<file path="src/rtl/hazard_forward_unit_pkg.sv">
// Shared definitions for the EX-stage forwarding/hazard unit.
//   fwd_sel_e : operand mux select encoding (mux data1..data4).
//               2'b11 is reserved and never driven.
package hazard_forward_unit_pkg;

    typedef enum logic [1:0] {
        FWD_RF  = 2'b00,   // register-file value
        FWD_WB  = 2'b01,   // MEM/WB result
        FWD_MEM = 2'b10    // EX/MEM ALU result
    } fwd_sel_e;

endpackage

</file>
<file path="src/rtl/hazard_forward_unit_if.sv">
// Pipeline-side bus of the forwarding/hazard unit.
//   master : pipeline control (drives ID metadata and flush, reads selects/stall)
//   slave  : hazard_forward_unit
//   id_valid_i/id_rs1_i/id_rs2_i/id_rd_i/id_regwrite_i/id_memread_i : ID instr
//   flush_i     : kill the instruction entering ID/EX
//   fwd_a_o/b_o : src-A/B operand mux selects
//   stall_o     : load-use hazard, hold PC and IF/ID
//   stall_cnt_o : saturating stall-cycle count
interface hazard_forward_unit_if #(
    parameter int unsigned REG_AW = 5,
    parameter int unsigned CNT_W  = 32
);
    logic              id_valid_i;
    logic [REG_AW-1:0] id_rs1_i;
    logic [REG_AW-1:0] id_rs2_i;
    logic [REG_AW-1:0] id_rd_i;
    logic              id_regwrite_i;
    logic              id_memread_i;
    logic              flush_i;
    logic [1:0]        fwd_a_o;
    logic [1:0]        fwd_b_o;
    logic              stall_o;
    logic [CNT_W-1:0]  stall_cnt_o;

    modport master (
        output id_valid_i, id_rs1_i, id_rs2_i, id_rd_i, id_regwrite_i,
               id_memread_i, flush_i,
        input  fwd_a_o, fwd_b_o, stall_o, stall_cnt_o
    );

    modport slave (
        input  id_valid_i, id_rs1_i, id_rs2_i, id_rd_i, id_regwrite_i,
               id_memread_i, flush_i,
        output fwd_a_o, fwd_b_o, stall_o, stall_cnt_o
    );
endinterface

</file>
<file path="src/rtl/hazard_forward_unit_hz_stage_reg.sv">
// One pipeline stage record {valid, rd, regwrite, memread}.
//   i_clk, i_rst_n : clock, async active-low reset (record cleared)
//   i_bubble       : load a bubble (valid/regwrite/memread = 0) instead of inputs
//   i_*            : record from the previous stage
//   o_*            : registered record
module hz_stage_reg #(
    parameter int unsigned REG_AW = 5
) (
    input  logic              i_clk,
    input  logic              i_rst_n,
    input  logic              i_bubble,
    input  logic              i_valid,
    input  logic [REG_AW-1:0] i_rd,
    input  logic              i_regwrite,
    input  logic              i_memread,
    output logic              o_valid,
    output logic [REG_AW-1:0] o_rd,
    output logic              o_regwrite,
    output logic              o_memread
);
    logic              r_valid;
    logic [REG_AW-1:0] r_rd;
    logic              r_regwrite;
    logic              r_memread;

    always_ff @(posedge i_clk or negedge i_rst_n) begin
        if (!i_rst_n) begin
            r_valid    <= 1'b0;
            r_rd       <= '0;
            r_regwrite <= 1'b0;
            r_memread  <= 1'b0;
        end else if (i_bubble) begin
            r_valid    <= 1'b0;
            r_rd       <= i_rd;
            r_regwrite <= 1'b0;
            r_memread  <= 1'b0;
        end else begin
            r_valid    <= i_valid;
            r_rd       <= i_rd;
            r_regwrite <= i_regwrite;
            r_memread  <= i_memread;
        end
    end

    assign o_valid    = r_valid;
    assign o_rd       = r_rd;
    assign o_regwrite = r_regwrite;
    assign o_memread  = r_memread;
endmodule

</file>
<file path="src/rtl/hazard_forward_unit.sv">
// EX-stage operand forwarding control and load-use stall detection for a
// 5-stage RISC-V pipeline. Tracks destination metadata through ID/EX,
// EX/MEM and MEM/WB and counts stall cycles (saturating).
//   clk_i : clock, all state on rising edge
//   rst_i : asynchronous, active-low reset
//   bus   : hazard_forward_unit_if slave (ID metadata, flush, selects, stall)
module hazard_forward_unit
    import hazard_forward_unit_pkg::*;
#(
    parameter int unsigned REG_AW = 5,
    parameter int unsigned CNT_W  = 32
) (
    input  logic                  clk_i,
    input  logic                  rst_i,
    hazard_forward_unit_if.slave  bus
);
    logic              w_ex_valid, w_ex_regwrite, w_ex_memread;
    logic [REG_AW-1:0] w_ex_rd;
    logic              w_mem_valid, w_mem_regwrite, w_mem_memread;
    logic [REG_AW-1:0] w_mem_rd;
    logic              w_wb_valid, w_wb_regwrite, w_wb_memread;
    logic [REG_AW-1:0] w_wb_rd;
    logic [REG_AW-1:0] r_ex_rs1, r_ex_rs2;
    logic [CNT_W-1:0]  r_stall_cnt;
    logic              w_stall, w_bubble;
    fwd_sel_e          w_fwd_a, w_fwd_b;

    // Stall and flush coincide into the same single bubble.
    assign w_stall  = bus.id_valid_i & w_ex_valid & w_ex_memread & (w_ex_rd != '0)
                    & ((w_ex_rd == bus.id_rs1_i) | (w_ex_rd == bus.id_rs2_i));
    assign w_bubble = w_stall | bus.flush_i;

    hz_stage_reg #(.REG_AW(REG_AW)) u_ex (
        .i_clk(clk_i), .i_rst_n(rst_i), .i_bubble(w_bubble),
        .i_valid(bus.id_valid_i), .i_rd(bus.id_rd_i),
        .i_regwrite(bus.id_regwrite_i), .i_memread(bus.id_memread_i),
        .o_valid(w_ex_valid), .o_rd(w_ex_rd),
        .o_regwrite(w_ex_regwrite), .o_memread(w_ex_memread)
    );

    hz_stage_reg #(.REG_AW(REG_AW)) u_mem (
        .i_clk(clk_i), .i_rst_n(rst_i), .i_bubble(1'b0),
        .i_valid(w_ex_valid), .i_rd(w_ex_rd),
        .i_regwrite(w_ex_regwrite), .i_memread(w_ex_memread),
        .o_valid(w_mem_valid), .o_rd(w_mem_rd),
        .o_regwrite(w_mem_regwrite), .o_memread(w_mem_memread)
    );

    hz_stage_reg #(.REG_AW(REG_AW)) u_wb (
        .i_clk(clk_i), .i_rst_n(rst_i), .i_bubble(1'b0),
        .i_valid(w_mem_valid), .i_rd(w_mem_rd),
        .i_regwrite(w_mem_regwrite), .i_memread(w_mem_memread),
        .o_valid(w_wb_valid), .o_rd(w_wb_rd),
        .o_regwrite(w_wb_regwrite), .o_memread(w_wb_memread)
    );

    // EX source registers follow ID even when a bubble is inserted, so the
    // stalled consumer's operands are already visible in the bubble cycle.
    always_ff @(posedge clk_i or negedge rst_i) begin
        if (!rst_i) begin
            r_ex_rs1 <= '0;
            r_ex_rs2 <= '0;
        end else begin
            r_ex_rs1 <= bus.id_rs1_i;
            r_ex_rs2 <= bus.id_rs2_i;
        end
    end

    // MEM result has priority over WB; x0 and bubbles never forward.
    function automatic fwd_sel_e fwd_select(input logic [REG_AW-1:0] rs);
        fwd_sel_e sel;
        sel = FWD_RF;
        if (w_mem_valid && w_mem_regwrite && (w_mem_rd != '0) && (w_mem_rd == rs))
            sel = FWD_MEM;
        else if (w_wb_valid && w_wb_regwrite && (w_wb_rd != '0) && (w_wb_rd == rs))
            sel = FWD_WB;
        return sel;
    endfunction

    always_comb begin
        w_fwd_a = fwd_select(r_ex_rs1);
        w_fwd_b = fwd_select(r_ex_rs2);
    end

    always_ff @(posedge clk_i or negedge rst_i) begin
        if (!rst_i)
            r_stall_cnt <= '0;
        else if (w_stall && (r_stall_cnt != '1))
            r_stall_cnt <= r_stall_cnt + CNT_W'(1);
    end

    assign bus.fwd_a_o     = w_fwd_a;
    assign bus.fwd_b_o     = w_fwd_b;
    assign bus.stall_o     = w_stall;
    assign bus.stall_cnt_o = r_stall_cnt;

    // Load in MEM is forwarded like any ALU result; the stall guarantees
    // its data is ready, so its memread flag is not needed past EX.
    logic w_unused;
    assign w_unused = w_mem_memread ^ w_wb_memread;
endmodule

</file>
<file path="src/flat_wrapper.sv">
// flat-port wrapper written by rule: the top's interface ports become plain ports
module hazard_forward_unit_flat import hazard_forward_unit_pkg::*;
#(
    parameter int unsigned REG_AW = 5,
    parameter int unsigned CNT_W  = 32
)
  (clk_i, rst_i, bus_id_valid_i, bus_id_rs1_i, bus_id_rs2_i, bus_id_rd_i, bus_id_regwrite_i, bus_id_memread_i, bus_flush_i, bus_fwd_a_o, bus_fwd_b_o, bus_stall_o, bus_stall_cnt_o);
  hazard_forward_unit_if #(.REG_AW(REG_AW), .CNT_W(CNT_W)) bus_i ();
  input  logic clk_i;
  input  logic rst_i;
  input wire logic [$bits(bus_i.id_valid_i)-1:0] bus_id_valid_i;
  input wire logic [$bits(bus_i.id_rs1_i)-1:0] bus_id_rs1_i;
  input wire logic [$bits(bus_i.id_rs2_i)-1:0] bus_id_rs2_i;
  input wire logic [$bits(bus_i.id_rd_i)-1:0] bus_id_rd_i;
  input wire logic [$bits(bus_i.id_regwrite_i)-1:0] bus_id_regwrite_i;
  input wire logic [$bits(bus_i.id_memread_i)-1:0] bus_id_memread_i;
  input wire logic [$bits(bus_i.flush_i)-1:0] bus_flush_i;
  output wire logic [$bits(bus_i.fwd_a_o)-1:0] bus_fwd_a_o;
  output wire logic [$bits(bus_i.fwd_b_o)-1:0] bus_fwd_b_o;
  output wire logic [$bits(bus_i.stall_o)-1:0] bus_stall_o;
  output wire logic [$bits(bus_i.stall_cnt_o)-1:0] bus_stall_cnt_o;
  assign bus_i.id_valid_i = bus_id_valid_i;
  assign bus_i.id_rs1_i = bus_id_rs1_i;
  assign bus_i.id_rs2_i = bus_id_rs2_i;
  assign bus_i.id_rd_i = bus_id_rd_i;
  assign bus_i.id_regwrite_i = bus_id_regwrite_i;
  assign bus_i.id_memread_i = bus_id_memread_i;
  assign bus_i.flush_i = bus_flush_i;
  assign bus_fwd_a_o = bus_i.fwd_a_o;
  assign bus_fwd_b_o = bus_i.fwd_b_o;
  assign bus_stall_o = bus_i.stall_o;
  assign bus_stall_cnt_o = bus_i.stall_cnt_o;
  hazard_forward_unit #(.REG_AW(REG_AW), .CNT_W(CNT_W)) u_core (.clk_i(clk_i), .rst_i(rst_i), .bus(bus_i));
endmodule
</file>
<file path="config.mk">
export PLATFORM = sky130hd
export DESIGN_NAME = hazard_forward_unit_flat
export DESIGN_NICKNAME = d
export VERILOG_FILES = /design/src/rtl/hazard_forward_unit_pkg.sv /design/src/rtl/hazard_forward_unit_if.sv /design/src/rtl/hazard_forward_unit_hz_stage_reg.sv /design/src/rtl/hazard_forward_unit.sv /design/src/flat_wrapper.sv
export SDC_FILE = /design/constraint.sdc
export NUM_CORES = 1
export LEC_CHECK = 0
export ABC_AREA = 1
export CELL_PAD_IN_SITES_DETAIL_PLACEMENT = 0
export CELL_PAD_IN_SITES_GLOBAL_PLACEMENT = 1
export CORE_MARGIN = 4
export CORE_UTILIZATION = 30
export CTS_CLUSTER_DIAMETER = 120
export DETAILED_ROUTE_END_ITERATION = 16
export GPL_TIMING_DRIVEN = 0
export PLACE_DENSITY_LB_ADDON = 0.3
export SKIP_LAST_GASP = 1
export SYNTH_ARGS = -nofsm -noshare
export SYNTH_HDL_FRONTEND = slang
export SYNTH_SLANG_ARGS = --single-unit
</file>
<file path="constraint.sdc">
create_clock -name clk_i -period 1.9 [get_ports clk_i]
set_input_delay 0.19 -clock clk_i [delete_from_list [all_inputs] [get_ports clk_i]]
set_output_delay 0.19 -clock clk_i [all_outputs]
set_load 0.005 [all_outputs]
</file>
==> results of run 1 <==
==> repair_timing <==
| action | in CTS | in global routing |
|---|---|---|
| hold buffers | 1 | 0 |
| pin swaps | 6 | 11 |
| setup endpoints to repair | 36 | 35 |
| endpoints found under the hold margin | 22 | 0 |
| resized for setup | 17 | 18 |
| setup buffers | 3 | 1 |
==> layout make-up <==
class	instances	share of cell area [%]
Multi-Input combinational cell	360	38.9
Sequential cell	64	33.9
Timing Repair Buffer	62	12.7
Clock buffer	9	4.76
Tap cell	143	3.78
Clock inverter	7	2.19
Inverter	27	2.14
Buffer	9	1.64
==> layer usage <==
| layer | wire, µm | share of wire [%] | vias up | track usage [%] |
|---|---|---|---|---|
| met5 | 0 | 0 | - | 0 |
| met2 | 4860 | 49 | 62 | 26.5 |
| met4 | 107 | 1.1 | 0 | 4.72 |
| li1 | - | - | 1605 | - |
| met3 | 418 | 4.2 | 8 | 3.68 |
| met1 | 4480 | 45 | 1441 | 19.8 |
==> worst max-delay path, stage by stage (launching register included) <==
cell             delay (ps)
dfrtp_1                 410
xor2_1                  180
nor3_2                  200
nand3_1                 120
nor3_2                  150
clkdlybuf4s15_1         220
==> worst max-delay path by stage <==
stage / start / endpoint / slack, ps / cells after the start
5_1_grt: u_core.bus.stall_cnt_o[0]$_DFFE_PN0P_ / u_core.bus.stall_cnt_o[27]$_DFFE_PN0P_ / -10 / 10
3_5_place_dp: bus_id_rs2_i[1] / bus_stall_o / -520 / 9
2_1_floorplan: u_core.bus.stall_cnt_o[0]$_DFFE_PN0P_ / u_core.bus.stall_cnt_o[30]$_DFFE_PN0P_ / 280 / 10
3_3_place_gp: rst_i / u_core.bus.stall_cnt_o[10]$_DFFE_PN0P_ / -1600 / 1
4_1_cts: u_core.u_mem.o_rd[3]$_DFF_PN0_ / bus_fwd_a_o[0] / -140 / 6
6_report: u_core.u_wb.o_rd[2]$_DFF_PN0_ / bus_fwd_b_o[0] / 100 / 5
==> placed cells by master, fill, tap and decap left out, types with 7 or more instances in the layout <==
cell             synthesis  final
inv_1                   24     23
dfrtp_1                 64     62
clkbuf_16                0      9
nand2_1                184    183
nand4_1                  7      7
nand3_1                 40     37
xnor2_1                 18     18
nand3b_1                13     13
nor3_2                   1      7
xor2_1                  20     20
nor2_1                  60     56
clkdlybuf4s50_1          0     51
==> per-stage QoR <==
step                area [µm²]  TNS (ps)  power [mW]  utilization (%)
CTS                       4670      -214        3.50             40.7
floorplan                 3520         0        1.54                -
global route              4730     -14.2        3.61             41.3
detailed placement        4260     -1620        1.65             37.2
global placement          4270   -103870        1.65             37.2
finish                    4730         0        3.46             41.3
==> cell families after synthesis <==
logic type | after synthesis | share of synthesized area (%)
flip-flops | 64 | 45.6
AND/OR/NAND/NOR | 320 | 39.7
buffers and inverters | 36 | 4.70
AO/OA/AOI/OAI | 1 | 0.249
adder cells (fa/ha/maj) | 1 | 0.356
XOR/XNOR | 38 | 9.47
==> registers in the layout (all words and copies together) (netlist names) <==
name                     cells
u_core.bus.stall_cnt_o      32
u_core.r_ex_rs1              5
u_core.r_ex_rs2              5
u_core.u_ex.o_memread        1
u_core.u_ex.o_rd             5
u_core.u_ex.o_regwrite       1
u_core.u_ex.o_valid          1
u_core.u_mem.o_rd            5
u_core.u_mem.o_regwrite      1
u_core.u_mem.o_valid         1
u_core.u_wb.o_rd             5
u_core.u_wb.o_regwrite       1
u_core.u_wb.o_valid          1
==> where the power goes <==
| group | internal, mW | switching, mW | total (mW) |
|---|---|---|---|
| Clock | 1.16 | 0.656 | 1.82 |
| Combinational | 0.0955 | 0.0985 | 0.194 |
| Sequential | 1.40 | 0.0435 | 1.45 |
| Total | 2.66 | 0.798 | 3.46 |
==> flow_metrics.env, run 1 <==
export IMPL_status="finished, final reports clean"
export IMPL_cp_arrival_ps=1610
export IMPL_synth_seq_cells=64
export IMPL_clk_pin_slew_worst_paths_ps=60
export IMPL_postSynthCellCount=460
export IMPL_initial_core_util_pct=30.7
export IMPL_clock_root_buffer="clkbuf_16"
export IMPL_maxCapViolCount=0
export IMPL_htree_num_levels=3
export IMPL_area_delta_synth_final_pct=34.6
export IMPL_synth_top_cell_by_area="dfrtp_1"
export IMPL_stdcell_count=681
export IMPL_fp_dieArea_mm2=0.0135
export IMPL_synthFlopType="dfrtp_1"
export IMPL_cts_buffers=9
export IMPL_regArea_mm2=0.00160
export IMPL_drive_gt1_share_pct=11.3
export IMPL_ys_top_cells_by_count="nand2_1, dfrtp_1, nor2_1, nand3_1, inv_1"
export IMPL_ys_types=23
export IMPL_avgViaCountPerCell=4.58
export IMPL_dp_cells=660
export IMPL_finalWeightedCongestion=0.867
export IMPL_grt_pass1_wl_mm=16.1
export IMPL_drv_slew=0
export IMPL_num_rows=39
export IMPL_grt_max_degree=65
export IMPL_tightest_slew_ps=812
export IMPL_end_kind="output pin"
export IMPL_syn_nets=482
export IMPL_fmax_mhz=557
export IMPL_multi_input_area_mm2=0.00184
export IMPL_antenna_cells=0
export IMPL_first_pass_iters=4
export IMPL_coreArea_mm2=0.0115
export IMPL_synth_edff_count=0
export IMPL_drc=0
export IMPL_grtUsageTotal_pct=15.6
export IMPL_drt_initial_drc_count=116
export IMPL_cts_tree="done"
export IMPL_synth_top_area_share_pct=45.6
export IMPL_critical_path_class="register to output pin"
export IMPL_worstReg2RegEnd="u_core.bus.stall_cnt_o[27]$_DFFE_PN0P_"
export IMPL_portBuffers=57
export IMPL_hold_end="u_core.u_ex.o_rd[0]$_DFF_PN0_"
export IMPL_grt_pass1_vias=3217
export IMPL_critPathLaunchType="register"
export IMPL_yosysWarnings=0
export IMPL_fin_crit_sh_pct=94.5
export IMPL_finalClockSkew_ps=8.03
export IMPL_async_flop_share_pct=100
export IMPL_place_ws_ps=-525
export IMPL_seq_area_frac_synth_pct=45.6
export IMPL_holdCritPathClass="primary input to register"
export IMPL_synthMostInstantiatedCell="nand2_1"
export IMPL_fillers=1206
export IMPL_p_per_area_mw_per_mm2=731
export IMPL_die_y_um=116
export IMPL_crit_required_ps=1710
export IMPL_cts_buffer_depth=2
export IMPL_hold_viol=0
export IMPL_path_max_fanout=3
export IMPL_slew_headroom_pct=45.9
export IMPL_netlist_top_cells_area="dfrtp_1, nand2_1, nor2_1, nand3_1, xor2_1"
export IMPL_numClockSinks=64
export IMPL_place_hpwl_mm=7.41
export IMPL_fin_crit_ps=1800
export IMPL_grt_overflow=0
export IMPL_ant_nets=0
export IMPL_vias=3116
export IMPL_syn_area_mm2=0.00352
export IMPL_syn_avg_cell_area_um2=7.64
export IMPL_setup_ws_ps=104
export IMPL_wl_mm=9.87
export IMPL_whs_ps=291
export IMPL_wl_per_cell_um=14.5
export IMPL_reg2reg_depth=10
export IMPL_io_pins=58
export IMPL_p_leak_nw=2.18
export IMPL_setup_violations=0
export IMPL_clkLatencyLatePin_ps=340
export IMPL_regToRegStartpoint="u_core.bus.stall_cnt_o[0]$_DFFE_PN0P_"
export IMPL_die_w_um=116
export IMPL_peakVddDrop_v=0.000412
export IMPL_regToRegSetupSlack_ps=100
export IMPL_antenna_found_initial=0
export IMPL_worstHoldPathCells=1
export IMPL_hp_start="bus_id_rd_i[0]"
export IMPL_fin_nets=555
Power figures use the tool's default switching activity.
==> inputs of run 2 (changes only) <==
--- a/config.mk
+++ b/config.mk
@@ -9,10 +9,9 @@
 export CELL_PAD_IN_SITES_DETAIL_PLACEMENT = 0
 export CELL_PAD_IN_SITES_GLOBAL_PLACEMENT = 1
 export CORE_MARGIN = 4
-export CORE_UTILIZATION = 30
+export CORE_UTILIZATION = 39
 export CTS_CLUSTER_DIAMETER = 120
 export DETAILED_ROUTE_END_ITERATION = 16
-export GPL_TIMING_DRIVEN = 0
 export PLACE_DENSITY_LB_ADDON = 0.3
 export SKIP_LAST_GASP = 1
 export SYNTH_ARGS = -nofsm -noshare
==> flow_metrics.env, run 2 (synthesis gave the netlist of run 1 again) <==
export IMPL_cts_buffer_depth=2
export IMPL_htree_num_levels=3
export IMPL_vias=3212
export IMPL_drive_gt1_share_pct=11.4
export IMPL_setup_violations=0
export IMPL_rsz0062_at_grt="true"
export IMPL_grt_pass1_vias=3102
export IMPL_slew_headroom_pct=60.3
export IMPL_wl_mm=9.67
export IMPL_setup_ws_ps=101
export IMPL_holdCritPathClass="primary input to register"
export IMPL_drv_slew=0
export IMPL_place_ws_ps=-133
export IMPL_area_delta_synth_final_pct=31.8
export IMPL_clk_pin_slew_worst_paths_ps=80
export IMPL_peakVddDrop_v=0.000383
export IMPL_final_cell_mix="nand2_1, dfrtp_1, nor2_1"
export IMPL_ant_nets=0
export IMPL_critical_path_class="register to output pin"
export IMPL_cts_buffers=9
export IMPL_hold_viol=0
export IMPL_finalClockSkew_ps=12.7
export IMPL_fillers=851
export IMPL_drt_initial_drc_count=176
export IMPL_die_w_um=103
export IMPL_antenna_cells=0
export IMPL_fin_crit_ps=1800
export IMPL_status="finished, final reports clean"
export IMPL_grtUsageTotal_pct=19.5
export IMPL_p_leak_nw=2.20
export IMPL_cp_arrival_ps=1610
export IMPL_drc=0
export IMPL_final_common_cell="nand2_1"
export IMPL_avgViaCountPerCell=4.87
export IMPL_fin_nets=568
export IMPL_largest_reg_flops=32
export IMPL_tightest_slew_ps=596
export IMPL_coreArea_mm2=0.00876
export IMPL_clkLatencyLatePin_ps=350
export IMPL_fmax_mhz=556
export IMPL_crit_required_ps=1710
export IMPL_p_per_area_mw_per_mm2=645
export IMPL_place_hpwl_mm=7.29
export IMPL_end_kind="output pin"
export IMPL_io_pins=58
export IMPL_grt_max_degree=42
export IMPL_cts_tree="done"
export IMPL_path_max_fanout=3
export IMPL_critPathLaunchType="register"
export IMPL_wl_per_cell_um=14.7
export IMPL_first_pass_iters=5
export IMPL_fin_tns_setup_ps=0
export IMPL_num_rows=34
export IMPL_numClockSinks=64
export IMPL_fin_crit_sh_pct=94.7
export IMPL_die_y_um=103
export IMPL_antenna_found_initial=0
export IMPL_finalWeightedCongestion=0.875
export IMPL_portBuffers=57
export IMPL_fp_dieArea_mm2=0.0106
export IMPL_grt_pass1_wl_mm=15.6
export IMPL_grt_overflow=0
export IMPL_initial_core_util_pct=40.1
export IMPL_clock_root_buffer="clkbuf_8"
export IMPL_regToRegSetupSlack_ps=150
export IMPL_maxCapViolCount=0
==> run 2: area by class of cell <==
cell class	instances	area (µm²)	area share, %
Sequential cell	64	1600	34.6
Timing Repair Buffer	84	791	17.1
Multi-Input combinational cell	360	1780	38.3
Tap cell	108	135	2.92
Clock inverter	7	104	2.24
Inverter	27	101	2.19
Clock buffer	9	124	2.67
==> run 2: power breakdown <==
| group | switching [mW] | leakage, nW | internal [mW] |
|---|---|---|---|
| Combinational | 0.0979 | 1.26 | 0.100 |
| Clock | 0.598 | 0.114 | 0.755 |
| Sequential | 0.0395 | 0.827 | 1.40 |
| Total | 0.735 | 2.20 | 2.25 |
==> run 2: layer usage <==
layer,vias to the layer above,global-route usage (%),routed length [µm],share of wire [%]
li1,1619,-,-,-
met3,6,3.59,433,4.5
met5,-,0,0,0
met4,0,4.68,74,0.77
met1,1506,28.6,4740,49
met2,81,30.1,4420,46
==> run 2: repair_timing <==
item | 4_1_cts | 5_1_grt
gates resized for setup | 7 | 9
hold buffers | 1 | 0
hold endpoints to repair | 23 | 0
cloned | 0 | 0
buffers inserted | 1 | 2
endpoints found under the setup margin | 5 | 34
pin swaps | 5 | 6
==> run 2: per-stage QoR <==
step	cells	util (%)	power (mW)	instance area [µm²]	hold WS (ps)
after floorplan	460	-	1.54	3520	-106
after global placement	639	49.6	1.65	4350	235
after detailed placement	639	49.6	1.66	4350	237
after CTS	657	52.5	3.02	4600	272
after global routing	659	52.9	3.11	4630	275
final	659	52.9	2.99	4630	284
==> run 2: path summary, 6_finish.rpt <==
path / end / start / depth (start not counted)
max in group asynchronous: u_core.u_mem.o_regwrite$_DFF_PN0_ / rst_i / 3
worst min-delay path: u_core.u_ex.o_rd[3]$_DFF_PN0_ / bus_id_rd_i[3] / 1
worst max-delay path: bus_fwd_b_o[0] / u_core.u_wb.o_rd[0]$_DFF_PN0_ / 5
min in group asynchronous: u_core.bus.stall_cnt_o[14]$_DFFE_PN0P_ / rst_i / 2
worst min register to register: u_core.u_mem.o_regwrite$_DFF_PN0_ / u_core.u_ex.o_regwrite$_DFF_PN0_ / 0
worst max register to register: u_core.bus.stall_cnt_o[27]$_DFFE_PN0P_ / u_core.bus.stall_cnt_o[8]$_DFFE_PN0P_ / 9
==> run 2: worst max-delay path: stages, from the launching register on <==
cell	delay, ps
dfrtp_1	420
xor2_1	180
nor3_2	170
nand3_1	110
nor3_2	150
clkdlybuf4s15_1	220
==> inputs of run 3 (changes only) <==
--- a/config.mk
+++ b/config.mk
@@ -9,7 +9,8 @@
 export CELL_PAD_IN_SITES_DETAIL_PLACEMENT = 0
 export CELL_PAD_IN_SITES_GLOBAL_PLACEMENT = 1
 export CORE_MARGIN = 4
-export CORE_UTILIZATION = 39
+export CORE_UTILIZATION = 40
+export CTS_BUF_LIST = sky130_fd_sc_hd__clkbuf_4
 export CTS_CLUSTER_DIAMETER = 120
 export DETAILED_ROUTE_END_ITERATION = 16
 export PLACE_DENSITY_LB_ADDON = 0.3
==> flow_metrics.env, run 3 (synthesis gave the netlist of run 1 again) <==
export IMPL_status="finished, final reports clean"
export IMPL_place_hpwl_mm=7.07
export IMPL_setup_violations=0
export IMPL_met1_usage_pct=30.5
export IMPL_grt_busiest_layer="met1"
export IMPL_critPathLaunchType="register"
export IMPL_whs_ps=204
export IMPL_dpl_cell_area_mm2=0.00427
export IMPL_dp_cells=626
export IMPL_fmax_mhz=540
export IMPL_fin_crit_ps=1850
export IMPL_first_pass_iters=4
export IMPL_end_kind="output pin"
export IMPL_fin_nets=562
export IMPL_fillers=805
export IMPL_crit_required_ps=1710
export IMPL_initial_core_util_pct=41.9
export IMPL_cpMostUsedCell="nor3_1"
export IMPL_ant_nets=0
export IMPL_drc=0
export IMPL_critical_path_class="register to output pin"
export IMPL_stdcell_count=650
export IMPL_grt_max_degree=32
export IMPL_worstPathCellList="buf_6 -> xor2_1 -> nor3_1 -> nand3_1 -> nor3_1 -> buf_2"
export IMPL_io_pins=58
export IMPL_hp_start="bus_id_rd_i[3]"
export IMPL_die_y_um=102
export IMPL_num_rows=33
export IMPL_holdCritPathClass="primary input to register"
export IMPL_antenna_found_initial=0
export IMPL_drt_initial_drc_count=194
export IMPL_grt_pass1_wl_mm=16.1
export IMPL_clk_pin_slew_worst_paths_ps=110
export IMPL_numClockSinks=64
export IMPL_cts_buffer_depth=2
export IMPL_vias=3171
export IMPL_fin_crit_sh_pct=97.4
export IMPL_die_w_um=102
export IMPL_regToRegSetupSlack_ps=160
export IMPL_maxCapViolCount=0
export IMPL_finalClockSkew_ps=13.2
export IMPL_fin_tns_setup_ps=0
export IMPL_grt_overflow=0
export IMPL_p_leak_nw=2.14
export IMPL_area_delta_synth_final_pct=28.0
export IMPL_hold_end="u_core.u_ex.o_rd[3]$_DFF_PN0_"
export IMPL_wl_per_cell_um=14.7
export IMPL_cp_arrival_ps=1660
export IMPL_avgViaCountPerCell=4.88
export IMPL_hold_viol=0
export IMPL_final_common_cell="nand2_1"
export IMPL_largest_reg_flops=32
export IMPL_setup_ws_ps=48.9
export IMPL_finalWeightedCongestion=0.903
export IMPL_rsz0062_at_grt="true"
export IMPL_slew_headroom_pct=63.6
export IMPL_portBuffers=57
export IMPL_cts_buffers=9
export IMPL_drv_slew=0
export IMPL_cp_slowest_stage_delay_ps=420
export IMPL_grtUsageTotal_pct=20.2
export IMPL_cts_tree="done"
export IMPL_multi_input_area_mm2=0.00179
export IMPL_htree_num_levels=3
export IMPL_coreArea_mm2=0.00838
export IMPL_peakVddDrop_v=0.000239
export IMPL_grt_pass1_vias=3103
export IMPL_postLayoutCellArea_mm2=0.00450
export IMPL_tightest_slew_ps=546
export IMPL_clkLatencyLatePin_ps=410
export IMPL_worstReg2RegEnd="u_core.bus.stall_cnt_o[6]$_DFFE_PN0P_"
export IMPL_critPathSlowestCell="dfrtp_1"
export IMPL_drive_gt1_share_pct=11.2
export IMPL_clock_root_buffer="clkbuf_4"
export IMPL_grt_use_met2_pct=28.7
export IMPL_reg2reg_depth=9
export IMPL_regArea_mm2=0.00160
export IMPL_regToRegStartpoint="u_core.u_ex.o_rd[1]$_DFF_PN0_"
export IMPL_path_max_fanout=2
export IMPL_use_met3_pct=3.31
export IMPL_antenna_cells=0
export IMPL_place_ws_ps=-127
export IMPL_fp_dieArea_mm2=0.0104
export IMPL_final_cell_mix="nand2_1, dfrtp_1, nor2_1"
export IMPL_wl_mm=9.57
export IMPL_worstHoldPathCells=1
export IMPL_p_per_area_mw_per_mm2=578
## run 3: changes by cell type in the layout (fill, tap and decap cells not counted), sizes merged
| cell | delta |
|---|---|
| inv | -2 |
| buf | -3 |
| clkdlybuf4s15 | -1 |
| clkbuf | +1 |
| clkinvlp | +1 |
| dlygate4sd2 | -3 |
| clkinv | +2 |
| bufinv | -1 |
## run 3: per-layer routing
layer | routed length (µm) | part of all wire [%]
met3 | 479 | 5.0
met1 | 4850 | 51
met4 | 198 | 2.1
met2 | 4040 | 42
met5 | 0 | 0
## run 3: report_power, final
group          leakage, nW  internal, mW  switching, mW
sequential           0.826          1.40         0.0406
clock               0.0735         0.400          0.545
combinational         1.24         0.114          0.100
## run 3: worst max-delay path by stage
stage          slack [ps]  cells after the start                                endpoint                             startpoint
6_report               50                      6                          bus_fwd_b_o[0]          u_core.u_wb.o_rd[1]$_DFF_PN0_
2_1_floorplan         280                     10  u_core.bus.stall_cnt_o[30]$_DFFE_PN0P_  u_core.bus.stall_cnt_o[0]$_DFFE_PN0P_
3_3_place_gp         -110                      8                             bus_stall_o                        bus_id_rs1_i[4]
4_1_cts              -120                      7                             bus_stall_o          u_core.u_ex.o_rd[3]$_DFF_PN0_
5_1_grt              -100                      7                             bus_stall_o          u_core.u_ex.o_rd[3]$_DFF_PN0_
3_5_place_dp         -130                      8                             bus_stall_o                        bus_id_rs1_i[4]
## run 3: what timing repair did
item | in CTS | in global routing
gates resized for setup | 12 | 17
pin swaps | 7 | 8
setup buffers | 6 | 1
hold buffers | 1 | 0
setup endpoints to repair | 5 | 36
endpoints found under the hold margin | 22 | 0
## run 3: area by class of cell
class	count	area share (%)
multi-input combinational	360	39.7
clock buffer	9	1.50
sequential	64	35.6
tap	105	2.92
clock inverter	7	1.61
inverter	27	2.25
timing repair buffer	78	16.4
## run 3: worst max-delay path, delay by kind of cell, from the launching register on
kind,cells,cell delay (ps)
XOR/XNOR,1,150
buffers and inverters,2,250
flip-flops,1,420
AND/OR/NAND/NOR,3,430
## run 3: stage by stage
step           power, mW  utilization (%)
2_1_floorplan       1.54                -
3_3_place_gp        1.66             51.0
3_5_place_dp        1.66             51.0
4_1_cts             2.63             53.4
5_1_grt             2.73             53.7
6_report            2.60             53.7
